**src/rtl/tlc_pkg.sv**
```systemverilog
// Shared definitions for the traffic-light controller slice.
//   dbn_state_t : farm-road sensor debounce states (2-bit encoding)
//   LIGHT_*     : one-hot light encodings shared with the light controller
package tlc_pkg;

  typedef enum logic [1:0] {
    IDLE      = 2'd0,
    RISE_WAIT = 2'd1,
    PRESENT   = 2'd2,
    FALL_WAIT = 2'd3
  } dbn_state_t;

  localparam logic [2:0] LIGHT_RED = 3'b100;
  localparam logic [2:0] LIGHT_YEL = 3'b010;
  localparam logic [2:0] LIGHT_GRN = 3'b001;

endpackage

```
**src/rtl/tlc_sync2.sv**
```systemverilog
// Two-flop synchroniser with synchronous active-high reset.
//   clk : sampling clock
//   rst : synchronous reset, clears both flops
//   d   : asynchronous input
//   q   : synchronised output (second flop)
module tlc_sync2 (
  input  logic clk,
  input  logic rst,
  input  logic d,
  output logic q
);

  logic meta;

  always_ff @(posedge clk) begin
    if (rst) begin
      meta <= 1'b0;
      q    <= 1'b0;
    end else begin
      meta <= d;
      q    <= meta;
    end
  end

endmodule

```
**src/rtl/tlc_farm_sensor_cond.sv**
```systemverilog
// Farm-road vehicle sensor conditioner: synchronises and debounces the pad
// input, latches a vehicle request until the farm road is served, counts
// waiting vehicles and flags a sensor stuck in the PRESENT state.
//   clk         : single clock, posedge
//   rst         : synchronous active-high reset
//   sensor_raw  : asynchronous pad input, 1 = vehicle detected
//   farm_served : 1 while the farm light is green
//   req_c       : registered request to the light controller C input
//   veh_present : debounced sensor level
//   wait_count  : vehicles arrived since last service, saturating
//   stuck_fault : sticky stuck-sensor flag, forces req_c high
module tlc_farm_sensor_cond
  import tlc_pkg::*;
#(
  parameter int unsigned DEBOUNCE_CYCLES = 16,
  parameter int unsigned STUCK_CYCLES    = 4096,
  parameter int unsigned CNT_W           = 4
) (
  input  logic             clk,
  input  logic             rst,
  input  logic             sensor_raw,
  input  logic             farm_served,
  output logic             req_c,
  output logic             veh_present,
  output logic [CNT_W-1:0] wait_count,
  output logic             stuck_fault
);

  localparam int unsigned DBN_W = $clog2(DEBOUNCE_CYCLES);
  localparam int unsigned STK_W = $clog2(STUCK_CYCLES);
  localparam logic [DBN_W-1:0] DBN_LAST = DBN_W'(DEBOUNCE_CYCLES - 1);
  localparam logic [STK_W-1:0] STK_LAST = STK_W'(STUCK_CYCLES - 1);

  logic             sync_s;
  dbn_state_t       state, next_state;
  logic [DBN_W-1:0] dbn_cnt, next_cnt;
  logic [STK_W-1:0] stk_cnt;
  logic             arrive_d, arrive;
  logic             served_q, served_pulse;
  logic             stk_hit;

  tlc_sync2 u_sync (
    .clk (clk),
    .rst (rst),
    .d   (sensor_raw),
    .q   (sync_s)
  );

  always_ff @(posedge clk) begin
    if (rst) begin
      state   <= IDLE;
      dbn_cnt <= '0;
      arrive  <= 1'b0;
    end else begin
      state   <= next_state;
      dbn_cnt <= next_cnt;
      arrive  <= arrive_d;
    end
  end

  always_comb begin
    next_state = state;
    next_cnt   = dbn_cnt;
    arrive_d   = 1'b0;
    case (state)
      IDLE: begin
        if (sync_s) begin
          next_state = RISE_WAIT;
          next_cnt   = DBN_W'(1);
        end
      end
      RISE_WAIT: begin
        if (!sync_s) begin
          next_state = IDLE;
          next_cnt   = '0;
        end else if (dbn_cnt == DBN_LAST) begin
          next_state = PRESENT;
          next_cnt   = '0;
          arrive_d   = 1'b1;
        end else begin
          next_cnt = dbn_cnt + DBN_W'(1);
        end
      end
      PRESENT: begin
        if (!sync_s) begin
          next_state = FALL_WAIT;
          next_cnt   = DBN_W'(1);
        end
      end
      FALL_WAIT: begin
        if (sync_s) begin
          next_state = PRESENT;
          next_cnt   = '0;
        end else if (dbn_cnt == DBN_LAST) begin
          next_state = IDLE;
          next_cnt   = '0;
        end else begin
          next_cnt = dbn_cnt + DBN_W'(1);
        end
      end
      default: begin
        next_state = IDLE;
        next_cnt   = '0;
      end
    endcase
  end

  assign veh_present  = (state == PRESENT) || (state == FALL_WAIT);
  assign served_pulse = farm_served & ~served_q;
  assign stk_hit      = (stk_cnt == STK_LAST);

  always_ff @(posedge clk) begin
    if (rst) begin
      served_q    <= 1'b0;
      stk_cnt     <= '0;
      stuck_fault <= 1'b0;
      req_c       <= 1'b0;
      wait_count  <= '0;
    end else begin
      served_q <= farm_served;

      if (state == PRESENT) begin
        if (!stk_hit) stk_cnt <= stk_cnt + STK_W'(1);
      end else begin
        stk_cnt <= '0;
      end

      if (stk_hit) stuck_fault <= 1'b1;

      // Fault forces the request on the same edge the flag rises, so the
      // farm road keeps being served even with a dead sensor.
      if (stuck_fault || stk_hit) req_c <= 1'b1;
      else if (arrive)            req_c <= 1'b1;
      else if (served_pulse)      req_c <= 1'b0;

      case ({arrive, served_pulse})
        2'b10:   if (wait_count != '1) wait_count <= wait_count + CNT_W'(1);
        2'b01:   wait_count <= '0;
        2'b11:   wait_count <= CNT_W'(1);
        default: wait_count <= wait_count;
      endcase
    end
  end

endmodule

```
**config.mk**
```make
export PLATFORM = sky130hd
export DESIGN_NAME = tlc_farm_sensor_cond
export DESIGN_NICKNAME = d
export VERILOG_FILES = /design/src/rtl/tlc_pkg.sv /design/src/rtl/tlc_sync2.sv /design/src/rtl/tlc_farm_sensor_cond.sv
export SDC_FILE = /design/constraint.sdc
export NUM_CORES = 1
export LEC_CHECK = 0
export ABC_AREA = 0
export CAP_MARGIN = 20
export CORE_ASPECT_RATIO = 0.9
export CORE_UTILIZATION = 45
export DETAILED_ROUTE_END_ITERATION = 12
export HOLD_SLACK_MARGIN = 0.08
export PLACE_DENSITY = 0.75
export REMOVE_ABC_BUFFERS = 1
export SLEW_MARGIN = 20
export SYNTH_ARGS = -nofsm -noshare
export SYNTH_HDL_FRONTEND = slang
export SYNTH_HIERARCHICAL = 1
export SYNTH_SLANG_ARGS = --single-unit
```
**constraint.sdc**
```tcl
create_clock -name clk -period 1.4 [get_ports clk]
set_input_delay 0.14 -clock clk [delete_from_list [all_inputs] [get_ports clk]]
set_output_delay 0.14 -clock clk [all_outputs]
set_load 0.01 [all_outputs]
```
* Word-level counts from Yosys, hierarchy flattened *
Cells that the tools add are included.

storage, ports and cells
  output and inout port bits = 7
  bits in writable memories = 0
  latch bits = 0
  memories = 0
  ROM bits = 0
  register bits after elaboration = 28

cells by class
  multiplexer cells = 19
  equality and inequality tests = 14
  reductions and logical operators = 10
  $lt $le $gt $ge = 0
  add/subtract/negate cells = 3
  multiply operators = 0
  div/mod/pow operators = 0
  shifts and indexed selects = 0
  bitwise logic cells = 5

operator list
  kind                                           count
  2-to-1 mux 4 bit                               6
  case mux 4 bit (4 select lines)                1
  adder 12 x 1 -> 12 bit, second input constant  1
  == test 12 bit, second input constant          1
  2-to-1 mux 2 bit                               6
  case mux 4 bit (3 select lines)                1
  adder 4 x 1 -> 4 bit, second input constant    2
  == test 2 bit, second input constant           4
  case mux 2 bit (4 select lines)                1
  nonzero test 3 bit                             2
  == test 2 x 1 -> 1 bit, second input constant  2
  == test 4 bit, second input constant           1
  2-to-1 mux 1 bit                               4
  != test 2 bit, second input constant           2
  != test 4 bit, second input constant           1
  NOT 1 bit                                      4
  AND reduction 2 bit                            2
  AND reduction 4 bit                            1
  != test 3 x 2 -> 1 bit, second input constant  1
  != test 3 bit, second input constant           1
  OR reduction 3 bit                             1
  logical NOT 2 bit                              1
  logical OR 1 bit                               2
  != test 2 x 1 -> 1 bit, second input constant  1
  other kinds (2)                                2

* Longest topological paths before layout *
  depth after elaboration = 5
  mapped depth = 6
  mapped depth without buffers = 5

* Modules after synthesis *
The synthesis kept the hierarchy.

by module, submodules not included
  module                cells each  times used  area an instance (µm²)
  tlc_farm_sensor_cond  136         1           1,202.4
  tlc_sync2             4           1           52.6

* Worst setup path after synthesis *
Ideal clock, no wire load.

  path type = reg2reg
  from = register stk_cnt[0]
  to = register stk_cnt[0]
  data arrival time = 1.391 ns
  data required time = 1.272 ns
  period minus slack after synthesis = 1.518 ns
  setup time = 0.128 ns
  slack = -0.118 ns
  stages on the path, launching flop included = 7
  cell sequence = dfxtp_1 > ha_1 > nand3_1 > or3_4 > buf_6 > xnor2_2 > nor2_1

on the way
  word-level cells in the longest chain between the ends = 1
  elaborated cells between the ends (all ways) = 2

RTL lines
  what                                                             line                                                      RTL
  from (decl)                                                      tlc_farm_sensor_cond.sv:37                                logic [STK_W-1:0] stk_cnt;
  from (signal assigned)                                           tlc_farm_sensor_cond.sv:123                               if (!stk_hit) stk_cnt <= stk_cnt + STK_W'(1);
  adder 12 x 1 -> 12 bit / == test 12 bit (equally long branches)  tlc_farm_sensor_cond.sv:123, tlc_farm_sensor_cond.sv:110

Several ways; a longest one is shown, not always the timed one.
A chain may end at the register's enable or synchronous reset.

* Final worst setup path *
  from = register stk_cnt[6]
  to = register stk_cnt[11]

The elaborated chain is that of the path after synthesis.

==> flow_summary.json <==
{
  "wl_per_cell_um": 13.0,
  "cp_slowest_stage_delay_ps": 460,
  "post-route-period-util": 1.00,
  "synthTopCellsByCount": "dfxtp_1, nor2_1, nand3_1",
  "fin_ws_ps": -2.56,
  "multi_input_area_um2": 753,
  "clk_latency_ps": 330,
  "drtIter0Drc": 68,
  "grt_pass1_vias": 936,
  "vias": 1087,
  "synth_most_common_cell": "dfxtp_1",
  "synth_enable_flop_cells": 0,
  "crit_arrival_ps": 1620,
  "drv_cap": 0,
  "dp_slack_ps": -23.4,
  "place_area_mm2": 0.00147,
  "die_w_um": 57.7,
  "synth_area_mm2": 0.00125,
  "htree_levels": 1,
  "ys_seq_area_frac": 0.447,
  "grt_usage": 0.173,
  "avgSynthCellArea_um2": 8.96,
  "whs_ps": 338,
  "end_kind": "flop",
  "min_period_ps": 1400,
  "max_freq_mhz": 713,
  "min-delay-path-class": "primary input to flop",
  "synthTopCellsByArea": "dfxtp_1, nand3_1, xor2_1, a21oi_1, nor2_1",
  "slowest_stage": "dfxtp_1",
  "ant_nets": 0,
  "critPathKind": "flop to flop",
  "clock_skew_ps": 7.87,
  "synth_top_area_frac": 0.447,
  "gp_congestion": 0.906,
  "row_count": 17,
  "final-instance-count-excl-fill": 196,
  "rsz0062_at_grt": "yes",
  "antenna_cells": 0,
  "synthFlopType": "dfxtp_1",
  "nets": 176,
  "overflow": 0,
  "slew_violations": 0,
  "ir_worst_vdd_v": 0.000382,
  "first_pass_iters": 8,
  "worst-path-buf-inv": 0,
  "failed_checks": "design-rule violations, negative setup slack",
  "dpl.cell_count": 188,
  "worst_pin_slew_ps": 403,
  "critPathRequiredTime_ps": 1620,
  "cts-root-buf": "clkbuf_4",
  "cp_max_fo": 4,
  "dieHeight_um": 52.1,
  "hold_viol_final": 0,
  "grt_pass1_wl_mm": 4.04,
  "synth-warning-count": 6,
  "power_leakage_nw": 0.745,
  "ys_async_sr_fraction": 0,
  "cts_tree": "yes",
  "seqCellArea_um2": 581,
  "initial_core_util": 0.492,
  "p_per_area_mw_per_mm2": 819,
  "cts-root-to-sink-buffers": 2,
  "routed_wl_mm": 2.55,
  "maxSlewHeadroom": 0.730,
  "critPathLaunchType": "flop",
  "cp_cell_sequence": "nand2_1 > nor4_2 > mux2i_1 > nor2_1",
  "vias_per_cell": 5.55,
  "clock_sinks": 28,
  "fp.coreArea_mm2": 0.00255,
  "numCtsBuffers": 3,
  "synthCells": 140,
  "final_area_mm2": 0.00169,
  "hpwl_mm": 1.65,
  "path_clk_slew_ps": 150,
  "drc_errors": 1,
  "netlist-cell-type-count": 32,
  "ios": 11,
  "synth-seq-cells": 28,
  "dieArea_mm2": 0.00300,
  "area_delta_synth_final_pct": 34.3,
  "finalSetupTns_ps": -2.56,
  "port_buffers": 10,
  "synth_top_area_cell": "dfxtp_1",
  "n_fill_cell": 186,
  "drive_gt1_frac": 0.292,
  "critical_path.top_delay_family": "simple AND/OR/NAND/NOR gates",
  "antenna_found_initial": 0,
  "grt_max_degree": 17,
  "status": "finished with violations",
  "setup_viol": 1
}
worst paths after layout:
| check | start | endpoint | slack (ps) | cells after the start |
|---|---|---|---|---|
| worst max-delay path | stk_cnt[6] | stk_cnt[11] | -3 | 4 |
| worst min-delay path | sensor_raw | u_sync/meta | 340 | 2 |
| worst max register to register | stk_cnt[6] | stk_cnt[11] | -3 | 4 |
| worst min register to register | u_sync/meta | u_sync/q | 460 | 1 |
power breakdown:
| group | leakage [nW] | total, W | switching [W] | internal, W |
|---|---|---|---|---|
| Sequential | 0.233 | 0.000808 | 0.00000603 | 0.000802 |
| Clock | 0.0279 | 0.000528 | 0.000239 | 0.000290 |
| Combinational | 0.484 | 0.0000447 | 0.0000223 | 0.0000224 |
| Total | 0.745 | 0.00138 | 0.000267 | 0.00111 |
per-stage QoR:
step / utilization / power [W]
finish: 0.660 / 0.00138
global route: 0.660 / 0.00143
CTS: 0.612 / 0.00140
detailed placement: 0.577 / 0.000874
global placement: 0.577 / 0.000873
floorplan: - / 0.000848
logic make-up after synthesis:
logic type                 synth area share
buffers and inverters                0.0359
xor gates and xnor gates             0.0967
and+or+nand+nor                       0.276
DFF                                   0.447
adders and majority gates            0.0299
AOI/OAI and AO/OA                    0.0987
muxes                                0.0160
what timing repair did:
action / 4_1_cts / 5_1_grt
setup endpoints to repair: 11 / 19
cloned: 0 / 1
hold buffers: 0 / 0
pin swaps: 3 / 8
resized for setup: 14 / 23
buffers inserted: 0 / 4
layer usage:
layer  vias up  wire (um)  GRT usage
met2        21       1170      0.289
met3         6         84     0.0224
met1       510       1250      0.230
met4         0         41     0.0595
li1        550          -          -
met5         -          0          0
layout by cell type (no fill, tap or decap), drive strengths merged, types with 3 or more instances in the layout:
cell type,n
nand3,13
dlymetal6s2s,5
clkbuf,3
xnor2,6
dfxtp,28
nand2,9
a21oi,12
nor2b,5
and3,3
nand4,3
nor3,7
a211oi,3
xor2,7
nand3b,3
ha,3
nor2,15
clkdlybuf4s50,3
buf,19
state kept, by name, summed over array words and instances (netlist names), named ones only:
| register | flops |
|---|---|
| stk_cnt | 12 |
| dbn_cnt | 4 |
| wait_count | 4 |
| arrive | 1 |
| req_c | 1 |
| served_q | 1 |
| state | 1 |
| stuck_fault | 1 |
| u_sync/meta | 1 |
| u_sync/q | 1 |
layout make-up:
| type | count | share of cell area |
|---|---|---|
| Sequential cell | 28 | 0.344 |
| Inverter | 2 | 0.00445 |
| Timing Repair Buffer | 29 | 0.152 |
| Clock buffer | 3 | 0.0134 |
| Multi-Input combinational cell | 105 | 0.447 |
| Clock inverter | 1 | 0.0178 |
| Tap cell | 28 | 0.0208 |
No activity file was read; power rests on OpenSTA's default activity.
